File: src/rtl/wb_arbiter.sv
// Writeback arbiter: merges ALU, queued/bypassed load returns and rdtime results
// onto the register file write port and its rdtime side-port.
module wb_arbiter #(
  parameter int unsigned LDQ_DEPTH  = 2,
  parameter int unsigned MAX_STARVE = 4
) (
  input  logic                        clk,
  input  logic                        reset,
  input  logic                        alu_valid,
  input  logic [4:0]                  alu_rd,
  input  logic [31:0]                 alu_result,
  output logic                        alu_stall,
  input  logic                        ld_valid,
  output logic                        ld_ready,
  input  logic [4:0]                  ld_rd,
  input  logic [31:0]                 ld_data,
  input  logic                        rdt_valid,
  input  logic [4:0]                  rdt_rd,
  input  logic [31:0]                 rdt_val,
  output logic                        rf_we,
  output logic [4:0]                  rf_waddr,
  output logic [31:0]                 rf_wdata,
  output logic                        rf_rdt_req,
  output logic [4:0]                  rf_rdt_addr,
  output logic [31:0]                 rf_rdt_data,
  output logic [$clog2(LDQ_DEPTH):0]  ldq_count
);

  localparam int unsigned PW = $clog2(LDQ_DEPTH);
  localparam int unsigned CW = PW + 1;
  localparam int unsigned SW = $clog2(MAX_STARVE + 1);

  logic [4:0]    rd_mem_q   [LDQ_DEPTH];
  logic [31:0]   data_mem_q [LDQ_DEPTH];
  logic [PW-1:0] wr_ptr_q, rd_ptr_q;
  logic [CW-1:0] count_q, count_d;
  logic [SW-1:0] starve_q, starve_d;
  logic          stall_q, stall_d;

  logic alu_wr, ldq_empty, ldq_full, head_wr, ld_byp, ld_enq, rdt_req;

  assign alu_wr    = alu_valid & (alu_rd != 5'd0);
  assign ldq_empty = (count_q == CW'(0));
  assign ldq_full  = (count_q == CW'(LDQ_DEPTH));
  assign head_wr   = ~alu_wr & ~ldq_empty;
  // Bypass only when nothing is queued ahead, so loads retire in arrival order
  assign ld_byp    = ~alu_wr & ldq_empty & ld_valid & (ld_rd != 5'd0);
  // rd==0 loads still handshake but are never stored
  assign ld_enq    = ld_valid & ~ldq_full & (ld_rd != 5'd0) & ~ld_byp;
  assign rdt_req   = rdt_valid & (rdt_rd != 5'd0);

  assign ld_ready  = ~ldq_full;
  assign ldq_count = count_q;
  assign alu_stall = stall_q;

  // Main-port select and rdtime side-port, suppressed while in reset
  always_comb begin
    rf_we       = 1'b0;
    rf_waddr    = 5'd0;
    rf_wdata    = 32'd0;
    rf_rdt_req  = 1'b0;
    rf_rdt_addr = 5'd0;
    rf_rdt_data = 32'd0;
    if (!reset) begin
      rf_rdt_req  = rdt_req;
      rf_rdt_addr = rdt_rd;
      rf_rdt_data = rdt_val;
      if (alu_wr) begin
        rf_we    = 1'b1;
        rf_waddr = alu_rd;
        rf_wdata = alu_result;
      end else if (head_wr) begin
        rf_we    = 1'b1;
        rf_waddr = rd_mem_q[rd_ptr_q];
        rf_wdata = data_mem_q[rd_ptr_q];
      end else if (ld_byp) begin
        rf_we    = 1'b1;
        rf_waddr = ld_rd;
        rf_wdata = ld_data;
      end else if (rdt_req) begin
        rf_we    = 1'b1;
        rf_waddr = rdt_rd;
        rf_wdata = rdt_val;
      end
    end
  end

  // Starvation tracking: stall the ALU for one cycle after MAX_STARVE wins over a waiting load
  always_comb begin
    starve_d = starve_q;
    stall_d  = 1'b0;
    count_d  = count_q + CW'(ld_enq) - CW'(head_wr);
    if (ldq_empty || head_wr) begin
      starve_d = SW'(0);
    end else if (alu_wr) begin
      if (starve_q == SW'(MAX_STARVE - 1)) stall_d = 1'b1;
      else                                 starve_d = starve_q + SW'(1);
    end
  end

  always_ff @(posedge clk or posedge reset) begin
    if (reset) begin
      wr_ptr_q <= '0;
      rd_ptr_q <= '0;
      count_q  <= '0;
      starve_q <= '0;
      stall_q  <= 1'b0;
    end else begin
      if (ld_enq)  wr_ptr_q <= wr_ptr_q + PW'(1);
      if (head_wr) rd_ptr_q <= rd_ptr_q + PW'(1);
      count_q  <= count_d;
      starve_q <= starve_d;
      stall_q  <= stall_d;
    end
  end

  always_ff @(posedge clk) begin
    if (ld_enq) begin
      rd_mem_q[wr_ptr_q]   <= ld_rd;
      data_mem_q[wr_ptr_q] <= ld_data;
    end
  end

endmodule
File: config.mk
export PLATFORM = sky130hd
export DESIGN_NAME = wb_arbiter
export DESIGN_NICKNAME = d
export VERILOG_FILES = /design/src/rtl/wb_arbiter.sv
export SDC_FILE = /design/constraint.sdc
export NUM_CORES = 1
export LEC_CHECK = 0
export CAP_MARGIN = 10
export CORE_ASPECT_RATIO = 0.7
export CORE_UTILIZATION = 44
export DETAILED_ROUTE_END_ITERATION = 7
export PLACE_DENSITY = 0.85
export RECOVER_POWER = 50
export SYNTH_ARGS = -nofsm -noshare
export SYNTH_HDL_FRONTEND = slang
export SYNTH_SLANG_ARGS = --single-unit
File: constraint.sdc
create_clock -name clk -period 2.9 [get_ports clk]
set_input_delay 0.58 -clock clk [delete_from_list [all_inputs] [get_ports clk]]
set_output_delay 0.58 -clock clk [all_outputs]
set_load 0.03 [all_outputs]
* Word level (Yosys, flattened, before mapping)
Memories as Yosys holds them, arrays and structs flattened. Cells that the tools add are included.
Storage, ports and cells: bits in registers 8, logic and storage cells 61, input port bits 116, RAM bits 74, memories kept 2, output and inout port bits 80
Memories:
- data_mem_q | words 2, width 32, rd ports 1, clocked after Yosys merged registers in 0, wr ports 1, line 34 | logic [31:0] data_mem_q [LDQ_DEPTH];
- rd_mem_q | words 2, width 5, rd ports 1, clocked after Yosys merged registers in 0, wr ports 1, line 33 | logic [4:0] rd_mem_q [LDQ_DEPTH];
Operators by class: reduce and logical (&&, ||, !) cells 7, $add $sub $neg 5, equality and inequality tests 3, mux-type cells 26, bitwise logic cells 13
Operator list (number):
- 32-bit 2-to-1 mux | 6
- 5-bit 2-to-1 mux | 6
- 5-bit nonzero test | 3
- 1-bit 2-to-1 mux | 11
- 1-bit AND | 9
- 3-bit 2-to-1 mux | 3
- 1-bit NOT | 4
- 3-bit by 1-bit adder with 3-bit output, second input constant | 1
- 3-bit by 2-bit == test with 1-bit output, second input constant | 1
- 1-bit adder, second input constant | 2
- 2-bit by 1-bit adder with 2-bit output | 1
- 2-bit == test, second input constant | 1
- 2-bit logical NOT | 1
- 2-bit inequality test, second input constant | 1
- 2-bit AND reduction | 1
- 2-bit nonzero test | 1
- 2-bit by 1-bit subtractor with 2-bit output | 1
- 1-bit logical OR | 1

* Longest topological paths before layout
depth after elaboration 10, gate-level depth with buffers 9, gate-level depth less buffers 8

* Worst setup path before layout
No wires, ideal clock.
path kind in2reg, from in ld_valid, to mem data_mem_q[0][0], enable pin, slack -0.414 ns, data arrival time 2.883 ns, data required time 2.469 ns, cell stages on the path 5, path buffers 2, setup time 0.431 ns, cell sequence buf_2 > o21a_1 > clkbuf_1 > o211ai_1 > nor2_1
On the way: word-level cells in the longest chain between the ends 6, elaborated cells between the ends (all ways) 8, those cells by class 2 x mux; 6 x bitwise
Ends and longest elaborated chain:
- from (decl) | line 13 | input logic ld_valid,
- 1-bit AND (2 in series) | line 47 | assign ld_byp = ~alu_wr & ldq_empty & ld_valid & (ld_rd != 5'd0);
- 1-bit NOT | line 49 | assign ld_enq = ld_valid & ~ldq_full & (ld_rd != 5'd0) & ~ld_byp;
- 1-bit AND (*) | line 49
- 1-bit 2-to-1 mux (*) | line 118 | if (ld_enq) begin
- 1-bit 2-to-1 mux (not written as such) (*) | line 120 | data_mem_q[wr_ptr_q] <= ld_data;
- to (decl) | line 34
Every way passes the cells marked *; elsewhere a longest branch is shown, timed or not.

* Worst setup path in the final report
from in ld_rd[0], to out rf_waddr[0]
On the way: word-level cells in the longest chain between the ends 6
Ends and longest elaborated chain:
- from (decl) | line 15 | input logic [4:0] ld_rd,
- 5-bit nonzero test | line 47
- 1-bit AND | line 47
- 5-bit 2-to-1 mux (*) | line 76 | end else if (ld_byp) begin
- 5-bit 2-to-1 mux (*) | line 72 | end else if (head_wr) begin
- 5-bit 2-to-1 mux (*) | line 68 | if (alu_wr) begin
- 5-bit 2-to-1 mux (*) | line 64 | if (!reset) begin
- to (decl) | line 21 | output logic [4:0] rf_waddr,
Marks and branches as above.

==> flow_metrics.py <==
metrics = {
    "setup_path": {
        "cpPeakStageDelay_ps": 560,
        "end_kind": "primary output",
        "worstPathRequired_ps": 2320,
        "reg2reg_to": "data_mem_q[1][25]",
        "crit_type": "in -> out",
        "cp-start-kind": "input port",
        "crit_top_cell": "buf_12",
        "rrSetupSlack_ps": 770,
        "timing.rr.start": "ldq_count[0]",
        "cpMaxStageDelayCell": "or4_4",
        "crit_fanout": 6,
        "reg2regPathDepth": 4,
        "crit_buf_inv": 5,
        "cp_cell_sequence": "buf_6 > or4_4 > o21ai_4 > buf_12 > buf_12 > buf_16 > nand3_2 > a311oi_2 > buf_4",
        "arrival_ps": 2400,
        "cp_top_family": "buffers and inverters",
    },
    "routing": {
        "via_count": 4488,
        "highest_layer": "met4",
        "ant_nets": 0,
        "routed_wl_mm": 17.07,
        "wl_met2_mm": 8.342,
        "drt_pre_antenna_iters": 5,
        "wl_met1_mm": 6.975,
        "drcViolationCount": 0,
        "avgViaCountPerCell": 5.681,
        "route.detailed.wl_per_inst_microns": 21.60,
        "dr_wl_met3_mm": 1.446,
        "dr.first_iter.drc_count": 197,
    },
    "global_routing": {
        "grt_pass1_vias": 4547,
        "track_usage_pct": 30.63,
        "grt_first_pass_wirelength_mm": 25.42,
        "grt_max_degree": 39,
        "overflow": 0,
        "antenna_found_initial": 0,
    },
    "logic_synthesis": {
        "synth_area_sq_um": 4787,
        "seq_area_frac_synth_pct": 50.60,
        "syn_area_per_cell_sq_um": 11.40,
        "async_reset_ff_share_pct": 9.756,
        "ys_seq_elements": 82,
        "syn_inst": 420,
        "synth_cell_types": 32,
        "synth_fp_nets": 540,
        "ys_warn_count": 0,
        "synthFlopType": "edfxtp_1",
        "synth_edf_count": 74,
    },
    "floorplan": {
        "coreArea_sq_um": 10470,
        "die_w_microns": 126.7,
        "start_util_pct": 45.71,
        "dieArea_sq_um": 11310,
        "dieHeight_microns": 89.27,
        "fp-row-count": 31,
        "io_pins": 196,
    },
    "placed_design": {
        "dp_hpwl_mm": 10.75,
        "place_inst": 754,
        "portBuffers": 195,
        "gp_congestion": 0.9028,
    },
    "timing": {
        "slew_headroom_pct": 22.14,
        "worst_slew_pin_slew_ps": 1165,
        "layout_setup_ws_ps": -75.32,
        "drv_slew": 0,
        "fin_crit_sh_pct": 102.6,
        "final_hold_viol_count": 0,
        "grt_setup_unrepaired": "true",
        "clock_skew_ps": 10.09,
        "timing.fmax_mhz": 336.1,
        "period_needed_ps": 2975,
        "setup_viol": 13,
        "finalSetupTns_ps": -489.2,
    },
    "cts": {
        "cts_root_buf": "clkbuf_16",
        "clock_latency_ps": 340,
        "cts_sinks": 82,
        "cts_buffer_depth": 2,
        "hold_buffers": 0,
        "cts_tree": "done",
        "clk_pin_slew_ps": 60,
        "htree_levels": 3,
        "cts-buffers-inserted": 9,
    },
    "pwr": {
        "switching_share_pct": 37.40,
        "p_leak_nw": 3.139,
        "p_sw_w": 0.002067,
        "clkPwrFrac_pct": 21.8,
        "seqPwrFrac_pct": 31.4,
        "peakVddDrop_mv": 0.3512,
        "power_frac_comb_pct": 46.8,
        "powerDensity_nw_per_um2": 677.4,
        "power.total_w": 0.005529,
        "intPower_w": 0.003461,
    },
    "hold_path": {
        "holdPathStages": 1,
        "min-delay-start": "wr_ptr_q",
        "hold-path-endpoint": "wr_ptr_q",
        "hold_path.class": "reg -> reg",
    },
    "cells_and_area": {
        "areaGrowthSynthToFinish_pct": 70.49,
        "drive_gt1_share_pct": 31.46,
        "antenna_cells": 0,
        "finish.utilization_pct": 77.93,
        "final_nets": 773,
        "fin_cells": 790,
    },
    "run_status": {
        "outcome": "finished, violations left",
        "violations": "negative setup slack",
    },
    "flow_run": {
        "cap_violations": 0,
    },
}
==> timing repair <==
| action | CTS | global route |
|---|---|---|
| pin swaps | 42 | 27 |
| resized for setup | 110 | 38 |
| gates cloned | 9 | 0 |
| buffers inserted | 16 | 3 |
| setup endpoints to repair | 39 | 37 |
==> layout by cell type, fill, tap and decap left out, types with 4 or more instances in the layout <==
master and n:
ha_1 4, dlygate4sd2_1 4, nand3_2 17, inv_1 4
nor2b_1 37, nand3_4 12, buf_16 6, edfxtp_1 74
buf_8 4, nand3_1 6, clkbuf_1 10, mux2i_2 7
a21oi_1 4, clkdlybuf4s50_1 142, buf_12 11, buf_4 67
nand2_1 75, buf_6 11, dfrtp_1 7, a311oi_2 33
mux2i_1 63, clkbuf_16 9, nor2_1 4
==> cells by family after synthesis <==
| logic type | synth area share [%] |
|---|---|
| buffers and inverters | 4.809 |
| muxes | 15.26 |
| DFF | 50.60 |
| AOI/OAI and AO/OA | 10.77 |
| and+or+nand+nor | 16.60 |
| adders and majority gates | 1.046 |
| xor gates and xnor gates | 0.9150 |
==> sequential cells by signal (all words and copies together) (netlist names) <==
signal,flops
data_mem_q,64
rd_mem_q,10
starve_q,3
ldq_count,2
alu_stall,1
rd_ptr_q,1
wr_ptr_q,1
==> power by group through the flow <==
| stage | Sequential (W) | Combinational (W) | Clock (W) |
|---|---|---|---|
| 2_1_floorplan | 0.00171 | 0.00153 | 0 |
| 3_3_place_gp | 0.00174 | 0.00235 | 0 |
| 3_5_place_dp | 0.00176 | 0.00239 | 0 |
| 4_1_cts | 0.00173 | 0.00255 | 0.00121 |
| 5_1_grt | 0.00176 | 0.00274 | 0.00126 |
| 6_report | 0.00174 | 0.00258 | 0.00121 |
==> how the worst max path moves through the flow <==
stage / cells after the start / start / endpoint
after floorplan: 5 / ld_valid / data_mem_q[0][0]
after global placement: 7 / alu_rd[1] / rf_wdata[16]
after detailed placement: 7 / alu_rd[1] / rf_wdata[11]
after CTS: 9 / alu_rd[4] / rf_wdata[3]
after global routing: 9 / ld_rd[0] / rf_wdata[1]
final: 9 / ld_rd[0] / rf_waddr[0]
==> area by class of cell <==
| class | instances | area, sq um |
|---|---|---|
| clock inverters | 4 | 76.32 |
| repair buffers | 258 | 2595 |
| flip-flops and latches | 82 | 2426 |
| multi-input cells | 298 | 2648 |
| clock buffers | 12 | 236.5 |
| inverters | 4 | 15.01 |
| fillers | 648 | 2311 |
| well taps | 132 | 165.2 |
==> through the flow <==
stage	setup WS (ps)	hold WS, ps	instance area (sq um)
final	-75.32	546.8	8162
after global placement	-380.1	533.2	7157
after global routing	-154.2	569.9	8162
after detailed placement	-428.8	540.2	7157
after CTS	-59.88	500.1	8114
after floorplan	-414.0	468.1	4918
==> per-layer routing <==
| layer | vias up | GRT usage [%] |
|---|---|---|
| li1 | 2044 | - |
| met1 | 2161 | 40.09 |
| met2 | 258 | 51.63 |
| met3 | 25 | 5.984 |
| met4 | 0 | 11.15 |
| met5 | - | 0 |
==> worst reg2reg max path: stages (launching register included) <==
cell and delay (ps):
dfrtp_1 420, nand2b_1 150, o211ai_1 110, buf_4 180
nor2_4 880
==> Yosys cell counts (all sizes together), types with 4 or more instances <==
| library cell | instances | share of area (%) |
|---|---|---|
| nor2b | 37 | 4.8 |
| clkbuf | 22 | 1.7 |
| a21oi | 5 | 0.52 |
| nand2 | 77 | 6.0 |
| buf | 14 | 2.8 |
| mux2i | 73 | 15 |
| inv | 4 | 0.31 |
| nor2 | 7 | 0.60 |
| dfrtp | 8 | 4.2 |
| edfxtp | 74 | 46 |
| a311oi | 35 | 8.2 |
| nand3 | 35 | 3.7 |
| ha | 4 | 1.0 |
No activity file was read; power rests on OpenSTA's default activity.
